$ cat config.mk
export PLATFORM = sky130hd
export DESIGN_NAME = run_monitor
export DESIGN_NICKNAME = d
export VERILOG_FILES = /design/src/rtl/run_monitor.sv
export SDC_FILE = /design/constraint.sdc
export NUM_CORES = 1
export LEC_CHECK = 0
export BUFFER_PORTS_ARGS = -buffer_cell sky130_fd_sc_hd__buf_2
export CORE_MARGIN = 4
export CORE_UTILIZATION = 50
export CTS_CLUSTER_SIZE = 16
export DETAILED_ROUTE_END_ITERATION = 16
export PLACE_DENSITY = 0.85
export RECOVER_POWER = 50
export SETUP_SLACK_MARGIN = 0.4
export SYNTH_ARGS = -nofsm -noshare
export SYNTH_HDL_FRONTEND = slang
export SYNTH_SLANG_ARGS = --single-unit
export TNS_END_PERCENT = 30
$ cat constraint.sdc
create_clock -name clk -period 6.8 [get_ports clk]
set_input_delay 1.02 -clock clk [delete_from_list [all_inputs] [get_ports clk]]
set_output_delay 1.02 -clock clk [all_outputs]
set_load 0.02 [all_outputs]
$ cat src/rtl/run_monitor.sv
// run_monitor: sequences core reset, counts RUN cycles and per-core retired
// instructions, captures each core's result on its first trap and judges the
// run as pass, fail or timeout. Every output is driven straight from a register.
module run_monitor #(
  parameter int          NCORES     = 1,
  parameter int          DATA_W     = 32,
  parameter int          CNT_W      = 32,
  parameter int          RST_CYCLES = 4,
  parameter int          TIMEOUT    = 5000,
  parameter int unsigned PASS_VAL   = 1
) (
  input  logic                     clk,
  input  logic                     resetn,
  input  logic                     start,
  input  logic [NCORES-1:0]        retire,
  input  logic [NCORES-1:0]        trap,
  input  logic [NCORES*DATA_W-1:0] result,
  output logic [NCORES-1:0]        core_rst_n,
  output logic [1:0]               state,
  output logic                     done,
  output logic                     pass,
  output logic                     timeout,
  output logic [NCORES-1:0]        trap_mask,
  output logic [NCORES-1:0]        fail_mask,
  output logic [CNT_W-1:0]         cycles,
  output logic [NCORES*CNT_W-1:0]  retired,
  output logic [NCORES*DATA_W-1:0] result_q
);

  localparam int RC_W = (RST_CYCLES > 1) ? $clog2(RST_CYCLES) : 1;
  localparam logic [RC_W-1:0]   RC_LAST  = RC_W'(RST_CYCLES - 1);
  localparam logic [CNT_W-1:0]  TO_VAL   = CNT_W'(TIMEOUT);
  localparam logic [DATA_W-1:0] PASS_W   = DATA_W'(PASS_VAL);

  typedef enum logic [1:0] {
    ST_IDLE  = 2'd0,
    ST_RESET = 2'd1,
    ST_RUN   = 2'd2,
    ST_DONE  = 2'd3
  } state_t;

  state_t                   state_r,      state_s;
  logic [RC_W-1:0]          rst_cnt_r,    rst_cnt_s;
  logic [CNT_W-1:0]         cycles_r,     cycles_s;
  logic [NCORES*CNT_W-1:0]  retired_r,    retired_s;
  logic [NCORES-1:0]        trap_mask_r,  trap_mask_s;
  logic [NCORES-1:0]        fail_mask_r,  fail_mask_s;
  logic [NCORES*DATA_W-1:0] result_q_r,   result_q_s;
  logic                     done_r,       done_s;
  logic                     pass_r,       pass_s;
  logic                     timeout_r,    timeout_s;
  logic [NCORES-1:0]        core_rst_n_r, core_rst_n_s;

  // Saturating increment: counters stick at all-ones instead of wrapping.
  function automatic logic [CNT_W-1:0] sat_inc(input logic [CNT_W-1:0] v);
    if (&v) begin
      return v;
    end else begin
      return v + {{(CNT_W-1){1'b0}}, 1'b1};
    end
  endfunction

  // Next-state, counter, capture and verdict logic for the whole run sequence.
  always_comb begin
    state_s     = state_r;
    rst_cnt_s   = rst_cnt_r;
    cycles_s    = cycles_r;
    retired_s   = retired_r;
    trap_mask_s = trap_mask_r;
    fail_mask_s = fail_mask_r;
    result_q_s  = result_q_r;
    done_s      = done_r;
    pass_s      = pass_r;
    timeout_s   = timeout_r;

    case (state_r)
      ST_IDLE, ST_DONE: begin
        // A new run starts from a clean slate; otherwise everything is frozen.
        if (start) begin
          state_s     = ST_RESET;
          rst_cnt_s   = '0;
          cycles_s    = '0;
          retired_s   = '0;
          trap_mask_s = '0;
          fail_mask_s = '0;
          result_q_s  = '0;
          done_s      = 1'b0;
          pass_s      = 1'b0;
          timeout_s   = 1'b0;
        end else begin
          state_s = state_r;
        end
      end
      ST_RESET: begin
        if (rst_cnt_r == RC_LAST) begin
          state_s   = ST_RUN;
          rst_cnt_s = '0;
        end else begin
          rst_cnt_s = rst_cnt_r + {{(RC_W-1){1'b0}}, 1'b1};
        end
      end
      ST_RUN: begin
        cycles_s = sat_inc(cycles_r);
        for (int i = 0; i < NCORES; i++) begin
          // Retires count up to and including the cycle of the first trap.
          if (retire[i] && !trap_mask_r[i]) begin
            retired_s[i*CNT_W +: CNT_W] = sat_inc(retired_r[i*CNT_W +: CNT_W]);
          end else begin
            retired_s[i*CNT_W +: CNT_W] = retired_r[i*CNT_W +: CNT_W];
          end
          // Only the first trap of a core is captured; later levels are ignored.
          if (trap[i] && !trap_mask_r[i]) begin
            trap_mask_s[i]                = 1'b1;
            result_q_s[i*DATA_W +: DATA_W] = result[i*DATA_W +: DATA_W];
            fail_mask_s[i]                = (result[i*DATA_W +: DATA_W] != PASS_W);
          end else begin
            trap_mask_s[i] = trap_mask_r[i];
          end
        end
        // Completion by trap takes priority over the budget running out.
        if (&trap_mask_s) begin
          state_s   = ST_DONE;
          done_s    = 1'b1;
          pass_s    = ~|fail_mask_s;
          timeout_s = 1'b0;
        end else if (cycles_s == TO_VAL) begin
          state_s   = ST_DONE;
          done_s    = 1'b1;
          pass_s    = 1'b0;
          timeout_s = 1'b1;
        end else begin
          state_s = ST_RUN;
        end
      end
      default: begin
        state_s = ST_IDLE;
      end
    endcase

    // Cores run only in RUN, and a trapped core is parked back in reset.
    if (state_s == ST_RUN) begin
      core_rst_n_s = ~trap_mask_s;
    end else begin
      core_rst_n_s = '0;
    end
  end

  // State and output registers with synchronous active-low reset.
  always_ff @(posedge clk) begin
    if (!resetn) begin
      state_r      <= ST_IDLE;
      rst_cnt_r    <= '0;
      cycles_r     <= '0;
      retired_r    <= '0;
      trap_mask_r  <= '0;
      fail_mask_r  <= '0;
      result_q_r   <= '0;
      done_r       <= 1'b0;
      pass_r       <= 1'b0;
      timeout_r    <= 1'b0;
      core_rst_n_r <= '0;
    end else begin
      state_r      <= state_s;
      rst_cnt_r    <= rst_cnt_s;
      cycles_r     <= cycles_s;
      retired_r    <= retired_s;
      trap_mask_r  <= trap_mask_s;
      fail_mask_r  <= fail_mask_s;
      result_q_r   <= result_q_s;
      done_r       <= done_s;
      pass_r       <= pass_s;
      timeout_r    <= timeout_s;
      core_rst_n_r <= core_rst_n_s;
    end
  end

  assign state      = state_r;
  assign core_rst_n = core_rst_n_r;
  assign done       = done_r;
  assign pass       = pass_r;
  assign timeout    = timeout_r;
  assign trap_mask  = trap_mask_r;
  assign fail_mask  = fail_mask_r;
  assign cycles     = cycles_r;
  assign retired    = retired_r;
  assign result_q   = result_q_r;

endmodule
==> Word level (Yosys, flattened, before mapping) <==
Cells that the tools add are included.
{ "op_classes": {"bitwise": 1, "n_eq_ne": 12, "n_mux": 33, "addsub": 3, "n_reduce_logical": 16} }
{ "ops": {"columns": ["op", "count"], "rows": [
  ["2-to-1 mux 32 bit", 6],
  ["case mux 32 bit (2 select lines)", 3],
  ["adder 32 x 1 -> 32 bit (second input constant)", 2],
  ["AND reduction 32 bit", 2],
  ["equality test 32 x 13 -> 1 bit (second input constant)", 1],
  ["!= test 32 x 1 -> 1 bit (second input constant)", 1],
  ["2-to-1 mux 1 bit", 13],
  ["case mux 1 bit (2 select lines)", 5],
  ["equality test 2 bit (second input constant)", 4],
  ["2-to-1 mux 2 bit", 4],
  ["!= test 2 bit (second input constant)", 4],
  ["case mux 2 bit (3 select lines)", 1],
  ["AND reduction 2 bit", 3],
  ["AND reduction 3 bit", 2],
  ["case mux 2 bit (2 select lines)", 1],
  ["AND reduction 4 bit", 1],
  ["nonzero test 2 bit", 2],
  ["!= test 3 bit (second input constant)", 1],
  ["adder 2 x 1 -> 2 bit (second input constant)", 1],
  ["equality test 2 x 1 -> 1 bit (second input constant)", 1],
  ["logical AND 1 bit", 2],
  ["zero test 1 bit", 2],
  ["zero test 2 bit", 1],
  ["OR reduction 2 bit", 1],
  ["NOT 1 bit", 1]
]} }
{ "totals": {"inputBits": 37, "wordCells": 76, "regBits": 106} }

==> Logic depth before layout (Yosys ltp) <==
Gate-level depths: netlist of the first run.
{ "logic_depth": {"depth_word": 9, "ltp_mapped": 13, "depth_no_buf": 9} }

==> Least setup slack after synthesis of the first run <==
OpenSTA, ideal clock, no wires.
{ "synth_path": {"kind": "flip-flop to flip-flop", "from": "register cycles_r[0] (netlist: cycles[0])", "to": "register pass_r (netlist: pass)", "setup_ps": 130, "stages_incl_launch_ff": 13, "path_slack_ps": 3851, "t_required_ps": 6670, "n_path_buf": 3, "arrival_time_ps": 2819, "cell_sequence": "dfxtp_1 -> ha_1 -> and3_1 -> buf_2 -> and4_1 -> clkbuf_1 -> and3_1 -> buf_6 -> or4_4 -> a22oi_2 -> nand4_2 -> nor3_1 -> o32ai_1"} }
{ "synth_between": {"elab_chain_len": 6, "word_cells_on_any_way": 7} }
{ "synth_lines": {"columns": ["item", "line", "source"], "rows": [
  ["start, declared", "44", "logic [CNT_W-1:0] cycles_r, cycles_s;"],
  ["start signal, assigned", "165", "cycles_r <= cycles_s;"],
  ["adder 32 x 1 -> 32 bit or AND reduction 32 bit (tied branches)", "59, 56", null],
  ["2-to-1 mux 32 bit (*)", "56", "if (&v) begin"],
  ["2-to-1 mux 32 bit (*)", "76", "case (state_r)"],
  ["equality test 32 x 13 -> 1 bit (*)", "126", "end else if (cycles_s == TO_VAL) begin"],
  ["!= test 3 bit (no source line) (*)", null, null],
  ["AND reduction 3 bit (no source line) (*)", null, null],
  ["end signal, assigned", "171", "pass_r <= pass_s;"],
  ["end, declared", "50", "logic pass_r, pass_s;"]
]} }
Every way passes the cells marked *; elsewhere a longest branch is shown, timed or not. The select of a mux whose other input is x is not followed.
A chain may end at the register's enable or synchronous reset.

==> impl_metrics.json, run 1 <==
{
  "clock_latency_ps": 350,
  "dp_hpwl_um": 11510,
  "synth.yosys.warnings": 0,
  "syn2layout_area_growth_pct": 14.85,
  "h-tree-depth": 3,
  "wl_met1_um": 7033,
  "slowest_delay_ps": 1160,
  "r2r_start": "cycles[24]",
  "worst_slew_pin_slew_ps": 1489,
  "arrival_ps": 3640,
  "maxCapViolCount": 1,
  "synth_cell_types": 62,
  "ys_async_sr_fraction": 0,
  "cp-start-kind": "primary input",
  "avgSynthCellArea_um2": 7.779,
  "synthFlopType": "dfxtp_1",
  "finalNetCount": 882,
  "yosysSeqAreaShare": 0.3732,
  "numCtsBuffers": 9,
  "syn-num-nets": 773,
  "first_iter_violations": 720,
  "syn_area_um2": 5687,
  "hold_class": "register to register",
  "whs_ps": 473.1,
  "violations": "capacitance limit",
  "place.gp.congestion": 0.9809,
  "powerDensity_nw_per_um2": 187.4,
  "cpMostUsedCell": "clkbuf_1",
  "route.met2.wl_um": 7376,
  "grt_overflow": 0,
  "wl_per_cell_um": 16.68,
  "viasPerCell": 6.172,
  "r2r_setup_slack_ps": 3400,
  "crit_chain": "clkbuf_1 > inv_1 > clkbuf_1 > nor2_1 > nand2_1 > o32ai_1",
  "wl_met3_um": 1627,
  "synth-edff-count": 0,
  "crit_buf_inv": 3,
  "placementRows": 38,
  "top_layer": "met4",
  "skew_ps": 6.374,
  "dieWidth_um": 114.6,
  "cts_sinks": 106,
  "rsz0062_at_grt": "false",
  "fin_tns_setup_ps": 0,
  "fmax_mhz": 293.4,
  "worstHoldStart": "timeout",
  "path_clk_slew_ps": 70,
  "drc_errors": 0,
  "dr.pass1.iters": 5,
  "die_area_um2": 13140,
  "num_vias": 6073,
  "antenna_found_initial": 0,
  "slew_violations": 0,
  "grt_usage": 0.2465,
  "wl_um": 16410,
  "antenna-diode-count": 0,
  "ant_nets": 0,
  "start_util": 0.5178,
  "setup_viol": 0,
  "drive_above_1_share": 0.09005,
  "cts_setup_buffers": 0,
  "core_area_um2": 10980,
  "critPathSlowestCell": "clkbuf_1",
  "most-common-layout-cells": "106 x dfxtp_1, 103 x clkbuf_1, 100 x nor2_1",
  "cts_hold_buf": 0,
  "maxSlewHeadroom": 0.007064,
  "grt_pass1_vias": 5498,
  "cts_tree": "yes",
  "outcome": "complete, but fails checks",
  "peakVddDrop_mv": 0.1109,
  "critPathKind": "primary input to register",
  "post_cts_resized": 0,
  "synthCells": 731,
  "port_buffers": 140,
  "ios": 141,
  "r2r-end": "done",
  "grt_pass1_wl_um": 26900,
  "final_common_cell": "dfxtp_1",
  "path_max_fanout": 36,
  "leakagePower_nw": 2.116,
  "worstSetupEndpointType": "register",
  "finalHoldViolCount": 0,
  "post-route-util": 0.5947,
  "grt_max_degree": 37,
  "die_h_um": 114.6,
  "timing.final.crit_share": 0.5012,
  "hold_end": "timeout",
  "ff2ff_path_depth": 8,
  "period_minus_slack_ps": 3408,
  "critPathRequiredTime_ps": 7030,
  "worstHoldPathCells": 2,
  "cts_root_buf": "clkbuf_16",
  "cts.path.max_buffers": 2,
  "yosys_register_bits": 106,
  "critical-path-top-delay-family": "buffers and inverters"
}
## layer usage
metal,track usage,vias to the layer above
met3,0.06342,42
met5,0,-
li1,-,2912
met4,0.07997,0
met2,0.3842,323
met1,0.3332,2796
## worst max path at each step
stage / cells past startpoint / startpoint / to / slack (ps)
after CTS: 8 / cycles[24] / done / 3550
after global routing: 6 / resetn / pass / 3060
after floorplan: 12 / cycles[0] / pass / 3850
final: 6 / resetn / pass / 3390
after global placement: 9 / cycles[0] / pass / 3730
after detailed placement: 8 / cycles[24] / done / 3600
## tightest hold or removal path, cell delays in order, from the launching register on
cell and delay [ps]:
dfxtp_1 320, nand2_1 60, o21bai_1 50
## power breakdown
group          total (W)  internal (W)  switching, W  leakage [nW]
clock           0.000529      0.000287      0.000241         0.144
sequential      0.000623      0.000622    0.00000123         0.854
combinational  0.0000722     0.0000200     0.0000522          1.12
## state kept, by name, summed over array words and instances, names as in the netlist
register / flops
pass: 1
core_rst_n: 1
timeout: 1
rst_cnt_r: 2
done: 1
result_q: 32
trap_mask: 1
fail_mask: 1
retired: 32
cycles: 32
state: 2
## cells by family after synthesis
| group | Yosys count | share of synthesized area |
|---|---|---|
| flops | 106 | 0.3732 |
| compound gates | 187 | 0.2152 |
| xor+xnor | 34 | 0.05237 |
| buf+inv | 70 | 0.05852 |
| simple gates | 329 | 0.2898 |
| fa+ha+maj | 5 | 0.01100 |
## Yosys cell counts (all sizes together), types with 2 or more instances
master / number / share of area
nand3: 37 / 0.033
nor3: 24 / 0.021
and2: 3 / 0.0033
nor2: 101 / 0.067
a31o: 3 / 0.0046
clkbuf: 36 / 0.029
a211oi: 11 / 0.015
o21a: 3 / 0.0040
nor3b: 2 / 0.0026
nor4: 25 / 0.028
nor4b: 3 / 0.0046
xor2: 13 / 0.020
or4: 8 / 0.012
or2: 2 / 0.0022
o31a: 2 / 0.0035
o21ai: 46 / 0.040
a22oi: 37 / 0.050
ha: 5 / 0.011
and3: 13 / 0.014
a31oi: 9 / 0.0099
xnor2: 21 / 0.032
buf: 14 / 0.016
o211a: 2 / 0.0035
o31ai: 3 / 0.0040
and4: 10 / 0.015
nand4: 23 / 0.026
nand2b: 4 / 0.0044
o211ai: 6 / 0.0079
a21oi: 42 / 0.037
a311oi: 8 / 0.012
a21o: 2 / 0.0026
nor2b: 2 / 0.0022
a41oi: 2 / 0.0031
dfxtp: 106 / 0.37
inv: 19 / 0.013
or3: 14 / 0.016
nand2: 58 / 0.038
## layout make-up
| class | instances | area, µm² |
|---|---|---|
| clock buffer | 10 | 229.0 |
| sequential | 106 | 2122 |
| inverter | 20 | 75.07 |
| timing repair buffer | 148 | 630.6 |
| clock inverter | 5 | 61.31 |
| multi-input combinational | 555 | 3238 |
| tap | 140 | 175.2 |
| fill | 1044 | 4452 |
## stage by stage
| step | cells | total power, W | cell area [µm²] | setup WS [ps] |
|---|---|---|---|---|
| 4_1_cts | 984 | 0.001227 | 6661 | 3547 |
| 5_1_grt | 984 | 0.001263 | 6531 | 3064 |
| 6_report | 984 | 0.001224 | 6531 | 3392 |
| 3_3_place_gp | 969 | 0.0007095 | 6371 | 3730 |
| 2_1_floorplan | 731 | 0.0006815 | 5687 | 3851 |
| 3_5_place_dp | 969 | 0.0007094 | 6371 | 3600 |
No activity file was read; power rests on OpenSTA's default activity.
==> run 2: changes to the inputs <==
CORE_UTILIZATION = 49   (was 50)
PLACE_DENSITY = 0.86   (was 0.85)
clock period = 3 ns   (was 6.8 ns; I/O delays follow)
==> run 2 against run 1 <==
Net effect: the flow now finishes without violations; via count is 4.4% higher; largest power group unchanged; clock power increased by 120%; critical path type is now register to register; design area grew 9.9%; combinational power up 140%; largest cell class unchanged.
==> impl_metrics.json, run 2 (same netlist as run 1, synthesis figures left out) <==
{
  "outcome": "finished, final reports clean",
  "grt_usage": 0.2521,
  "post-route-util": 0.6313,
  "fin_tns_setup_ps": 0,
  "grt_busiest_layer": "met2",
  "r2r-end": "done",
  "seqPwrFrac": 0.514,
  "ant_nets": 0,
  "grt_use_met3": 0.04856,
  "grt_use_met2": 0.3966,
  "powerDensity_nw_per_um2": 380.1,
  "ff2ff_path_depth": 9,
  "h-tree-depth": 3,
  "r2r_setup_slack_ps": 260,
  "skew_ps": 8.511,
  "switching_share": 0.2480,
  "cts_sinks": 106,
  "leakagePower_nw": 2.453,
  "wl_per_cell_um": 16.93,
  "hold_end": "result_q[12]",
  "worstSetupEndpointType": "register",
  "drc_errors": 0,
  "met1_usage": 0.3429,
  "cts_hold_buf": 0,
  "syn2layout_area_growth_pct": 26.23,
  "fmax_mhz": 365.5,
  "final_common_cell": "nor2_1",
  "path_max_fanout": 13,
  "dr.pass1.iters": 6,
  "comb_power_share": 0.063,
  "switching_power_w": 0.0006768,
  "die_area_um2": 13390,
  "core_area_um2": 11370,
  "arrival_ps": 3010,
  "worst_slew_pin_slew_ps": 597.5,
  "grt_pass1_wl_um": 27730,
  "cts_tree": "yes",
  "critPathRequiredTime_ps": 3280,
  "grt_pass1_vias": 5712,
  "worstHoldPathCells": 3,
  "first_iter_violations": 841,
  "wl_um": 17440,
  "cp-start-kind": "register",
  "internal_power_w": 0.002052,
  "place.gp.congestion": 1.025,
  "dieWidth_um": 115.7,
  "critPathKind": "register to register",
  "start_util": 0.5002,
  "num_vias": 6340,
  "port_buffers": 140,
  "hold_class": "primary input to register",
  "viasPerCell": 6.155,
  "numCtsBuffers": 9,
  "most-common-layout-cells": "100 x nor2_1, 95 x clkbuf_1, 89 x dfxtp_1",
  "cts.path.max_buffers": 2,
  "drive_above_1_share": 0.2052,
  "r2r_start": "cycles[7]",
  "cts_root_buf": "clkbuf_16",
  "clock_latency_ps": 350,
  "slew_violations": 0,
  "period_minus_slack_ps": 2736,
  "worstHoldStart": "result[12]",
  "peakVddDrop_mv": 0.2583,
  "finalNetCount": 924,
  "clkPwrFrac": 0.424,
  "ios": 141,
  "timing.final.crit_share": 0.9121,
  "placementRows": 39,
  "rsz0062_at_grt": "true",
  "die_h_um": 115.7,
  "antenna_found_initial": 0,
  "maxCapViolCount": 0,
  "grt_max_degree": 39,
  "dp_hpwl_um": 12170,
  "path_clk_slew_ps": 70,
  "antenna-diode-count": 0,
  "maxSlewHeadroom": 0.6017,
  "setup_viol": 0,
  "grt_overflow": 0,
  "finalHoldViolCount": 0
}
## run 2: cell types whose count changed in the layout (fill, tap and decap cells not counted), sizes merged
cell,delta
bufinv,-1
clkinv,+1
buf,+50
clkbuf,-7
## run 2: cell type report
cell class,instances,area (µm²)
clock inverters,5,45.04
clock buffers,11,242.7
fillers,1030,4192
flip-flops and latches,106,2173
repair buffers,190,968.4
inverters,20,75.07
multi-input cells,555,3495
well taps,143,178.9
## run 2: power groups by stage
| stage | clock network [W] | registers (W) | logic, W |
|---|---|---|---|
| 2_1_floorplan | 0 | 0.00144 | 0.0000981 |
| 6_report | 0.00116 | 0.00140 | 0.000172 |
| 4_1_cts | 0.00117 | 0.00140 | 0.000172 |
| 3_3_place_gp | 0 | 0.00144 | 0.000170 |
| 5_1_grt | 0.00123 | 0.00140 | 0.000190 |
| 3_5_place_dp | 0 | 0.00144 | 0.000170 |
## run 2: repair_timing
action / in CTS / in global routing
endpoints found under the setup margin: 5 / 29
setup buffers: 13 / 12
pin swaps: 6 / 15
gates resized for setup: 21 / 42
## run 2: metrics by stage
stage | total power, W | cell area, µm² | setup WS, ps | hold slack [ps] | std cells
global placement | 0.001612 | 6586 | 317.2 | 462.0 | 989
detailed placement | 0.001612 | 6586 | 240.1 | 473.6 | 989
CTS | 0.002742 | 7039 | 400.0 | 351.8 | 1018
floorplan | 0.001542 | 5796 | 334.9 | 457.8 | 731
global route | 0.002826 | 7178 | 168.9 | 364.0 | 1030
finish | 0.002728 | 7178 | 263.8 | 358.0 | 1030
## run 2: layer usage
metal,up-vias,share of wire
met3,49,0.093
li1,2988,-
met1,2962,0.42
met5,-,0
met2,341,0.46
met4,0,0.026
## run 2: critical path, cell delays in order, from the launching register on
cell	delay, ps
dfxtp_1	360
clkbuf_1	480
nand3_1	230
a21oi_1	300
buf_4	210
nand4_1	220
a211oi_2	330
nand4_4	160
o21a_1	210
o211ai_1	160
## run 2: how the worst max path moves through the flow
stage | from | end | slack, ps | depth (start not counted)
2_1_floorplan | cycles[0] | done | 330 | 12
3_3_place_gp | cycles[17] | done | 320 | 8
3_5_place_dp | cycles[19] | done | 240 | 8
4_1_cts | cycles[27] | done | 400 | 8
5_1_grt | cycles[7] | done | 170 | 9
6_report | cycles[7] | done | 260 | 9
==> run 3: changes to the inputs <==
ABC_AREA = 1   (was unset)
==> run 3 against run 2 <==
Net effect: non-clock buffer count decreased by 37; power up 58%; sequential cell count did not move; via count grew 2.8%; wire length down 2.5%; register-to-register slack improved by 230 ps; die area increased by 2.9%; first-iteration DRC count shrank 39%; sequential share of layout area increased by 0.16 points.
==> impl_metrics.json, run 3 <==
{
  "start_util": 0.5072,
  "final_cell_area_um2": 6988,
  "cts_sinks": 106,
  "critPathKind": "register to register",
  "fin_tns_setup_ps": 0,
  "dpl_cell_area_um2": 6714,
  "most-common-layout-cells": "276 x nand2_1, 105 x nor2_1, 104 x dfxtp_1",
  "dp_hpwl_um": 12580,
  "grt_busiest_layer": "met2",
  "synth_xor_area_frac": 0.01792,
  "cts_tree": "yes",
  "timing.final.crit_share": 0.8350,
  "maxCapViolCount": 0,
  "synthCells": 923,
  "wl_um": 17010,
  "grt_usage": 0.2396,
  "port_buffers": 140,
  "switching_power_w": 0.001733,
  "viasPerCell": 5.407,
  "synth_cell_types": 32,
  "synth_top_area_cell": "dfxtp_1",
  "syn_area_um2": 5866,
  "switching_share": 0.4029,
  "final_common_cell": "nand2_1",
  "critPathLaunch": "cycles[1]",
  "rsz0062_at_grt": "true",
  "die_area_um2": 13790,
  "maxSlewHeadroom": 0.5350,
  "grt_pass1_wl_um": 28110,
  "syn-num-nets": 965,
  "place.gp.congestion": 0.9348,
  "placementRows": 39,
  "nFillCells": 1150,
  "grt_max_degree": 41,
  "skew_ps": 10.71,
  "critPathRequiredTime_ps": 3210,
  "period_minus_slack_ps": 2505,
  "peakVddDrop_mv": 0.5129,
  "synth.yosys.warnings": 0,
  "powerDensity_nw_per_um2": 615.5,
  "whs_ps": 361.9,
  "ios": 141,
  "setup_viol": 0,
  "synthMuxAreaShare": 0,
  "hold_class": "primary input to register",
  "finalNetCount": 1099,
  "synth_top_area_frac": 0.3618,
  "grt_overflow": 0,
  "synthAdderAreaFrac": 0.01067,
  "grt_pass1_vias": 6003,
  "cts_hold_buf": 0,
  "first_iter_violations": 513,
  "drive_above_1_share": 0.09981,
  "synth_compound_area_frac": 0.1103,
  "num_vias": 6515,
  "cts_root_buf": "clkbuf_16",
  "arrival_ps": 2710,
  "r2r_start": "cycles[1]",
  "ff2ff_path_depth": 16,
  "numCtsBuffers": 9,
  "leakagePower_nw": 2.486,
  "die_h_um": 117.4,
  "drc_errors": 0,
  "slew_violations": 0,
  "synthFlopType": "dfxtp_1",
  "outcome": "finished, final reports clean",
  "synth-edff-count": 0,
  "cp-start-kind": "register",
  "antenna_found_initial": 0,
  "worst_slew_pin_slew_ps": 696.5,
  "yosysSeqAreaShare": 0.3618,
  "syn2layout_area_growth_pct": 19.13,
  "path_clk_slew_ps": 80,
  "wl_per_cell_um": 14.11,
  "antenna-diode-count": 0,
  "yosys_register_bits": 106,
  "seqPwrFrac": 0.357,
  "clock_latency_ps": 360,
  "clkPwrFrac": 0.286,
  "synth_most_common_cell": "nand2_1",
  "worstHoldStart": "result[28]",
  "synth-simple-area-share": 0.4266,
  "ant_nets": 0,
  "grt_use_met2": 0.3913,
  "cts.path.max_buffers": 2,
  "worstHoldPathCells": 3,
  "path_max_fanout": 37,
  "dr.pass1.iters": 7,
  "comb_power_share": 0.357,
  "synth_top_family_by_area": "simple AND/OR/NAND/NOR gates",
  "worstSetupEndpointType": "register",
  "met1_usage": 0.3084,
  "ys_async_sr_fraction": 0,
  "fmax_mhz": 399.2,
  "core_area_um2": 11560,
  "finalHoldViolCount": 0,
  "internal_power_w": 0.002568,
  "dieWidth_um": 117.4,
  "avgSynthCellArea_um2": 6.355,
  "synth_area_leaders": "dfxtp_1 36%, nand2_1 18%, a21oi_1 8.1%",
  "h-tree-depth": 3,
  "netlist_top_cells_count": "279 x nand2_1, 112 x nor2_1, 106 x dfxtp_1",
  "fin_total_pwr_w": 0.004301,
  "grt_use_met3": 0.06160
}
## run 3: cell count changes after synthesis, sizes merged, moves of 25 or more
cell | previous run | this run
a22oi | 37 | 0
nand3 | 37 | 94
o21ai | 46 | 21
inv | 19 | 77
a21oi | 42 | 95
nand2 | 58 | 287
## run 3: cell type report
| class | instances | area (µm²) | share of cell area |
|---|---|---|---|
| clock buffers | 10 | 229.0 | 0.03277 |
| clock inverters | 6 | 77.57 | 0.01110 |
| inverters | 78 | 296.5 | 0.04244 |
| multi-input cells | 709 | 3383 | 0.4842 |
| flip-flops and latches | 106 | 2127 | 0.3044 |
| well taps | 143 | 178.9 | 0.02560 |
| repair buffers | 153 | 695.7 | 0.09955 |
## run 3: path summary, 6_finish.rpt
| kind | slack (ps) | to |
|---|---|---|
| max | 500 | timeout |
| min | 360 | result_q[28] |
| max reg2reg | 500 | timeout |
| min reg2reg | 470 | result_q[15] |
## run 3: cell families (layout without fill, tap and decap cells)
| logic type | count (synthesis) | after routing |
|---|---|---|
| adder cells (fa/ha/maj) | 5 | 5 |
| AND/OR/NAND/NOR | 567 | 567 |
| buffers and inverters | 108 | 247 |
| AO/OA/AOI/OAI | 125 | 125 |
| XOR/XNOR | 12 | 12 |
| flip-flops | 106 | 106 |
## run 3: worst max-delay path, cell delays in order, from the launching register on
cell and delay [ps]:
dfxtp_1 500, ha_4 230, inv_2 60, nor2_4 170, nand2_4 100, nor2_8 200
nand2_8 190, nand2_1 150, nand3_1 80, nor2_1 120, nand2_1 70, nor2_2 90
nand3_2 90, nand2_2 110, nand2_2 60, nand3_1 70, a21oi_1 60
## run 3: power by group through the flow
stage / logic [W] / clock network (W) / registers [W]
6_report: 0.00154 / 0.00123 / 0.00154
5_1_grt: 0.00169 / 0.00131 / 0.00155
4_1_cts: 0.00144 / 0.00126 / 0.00153
3_5_place_dp: 0.00142 / 0 / 0.00156
3_3_place_gp: 0.00141 / 0 / 0.00156
2_1_floorplan: 0.000941 / 0 / 0.00163
## run 3: what timing repair did
item	4_1_cts	5_1_grt
hold endpoints to repair	0	0
pin swaps	0	1
resized for setup	4	18
setup endpoints to repair	19	57
setup buffers	0	2
## run 3: routing by layer
metal	vias to the layer above	wire, µm
met5	-	0
met2	240	8075
met4	0	253
met1	2975	7518
met3	19	1160
li1	3281	-
## run 3: through the flow
stage / cells / worst slack [ps] / util
6_report: 1205 / 495.1 / 0.6042
5_1_grt: 1205 / 282.1 / 0.6042
4_1_cts: 1203 / 359.3 / 0.6084
3_5_place_dp: 1187 / 223.5 / 0.5805
3_3_place_gp: 1187 / 313.0 / 0.5805
2_1_floorplan: 923 / 610.2 / -
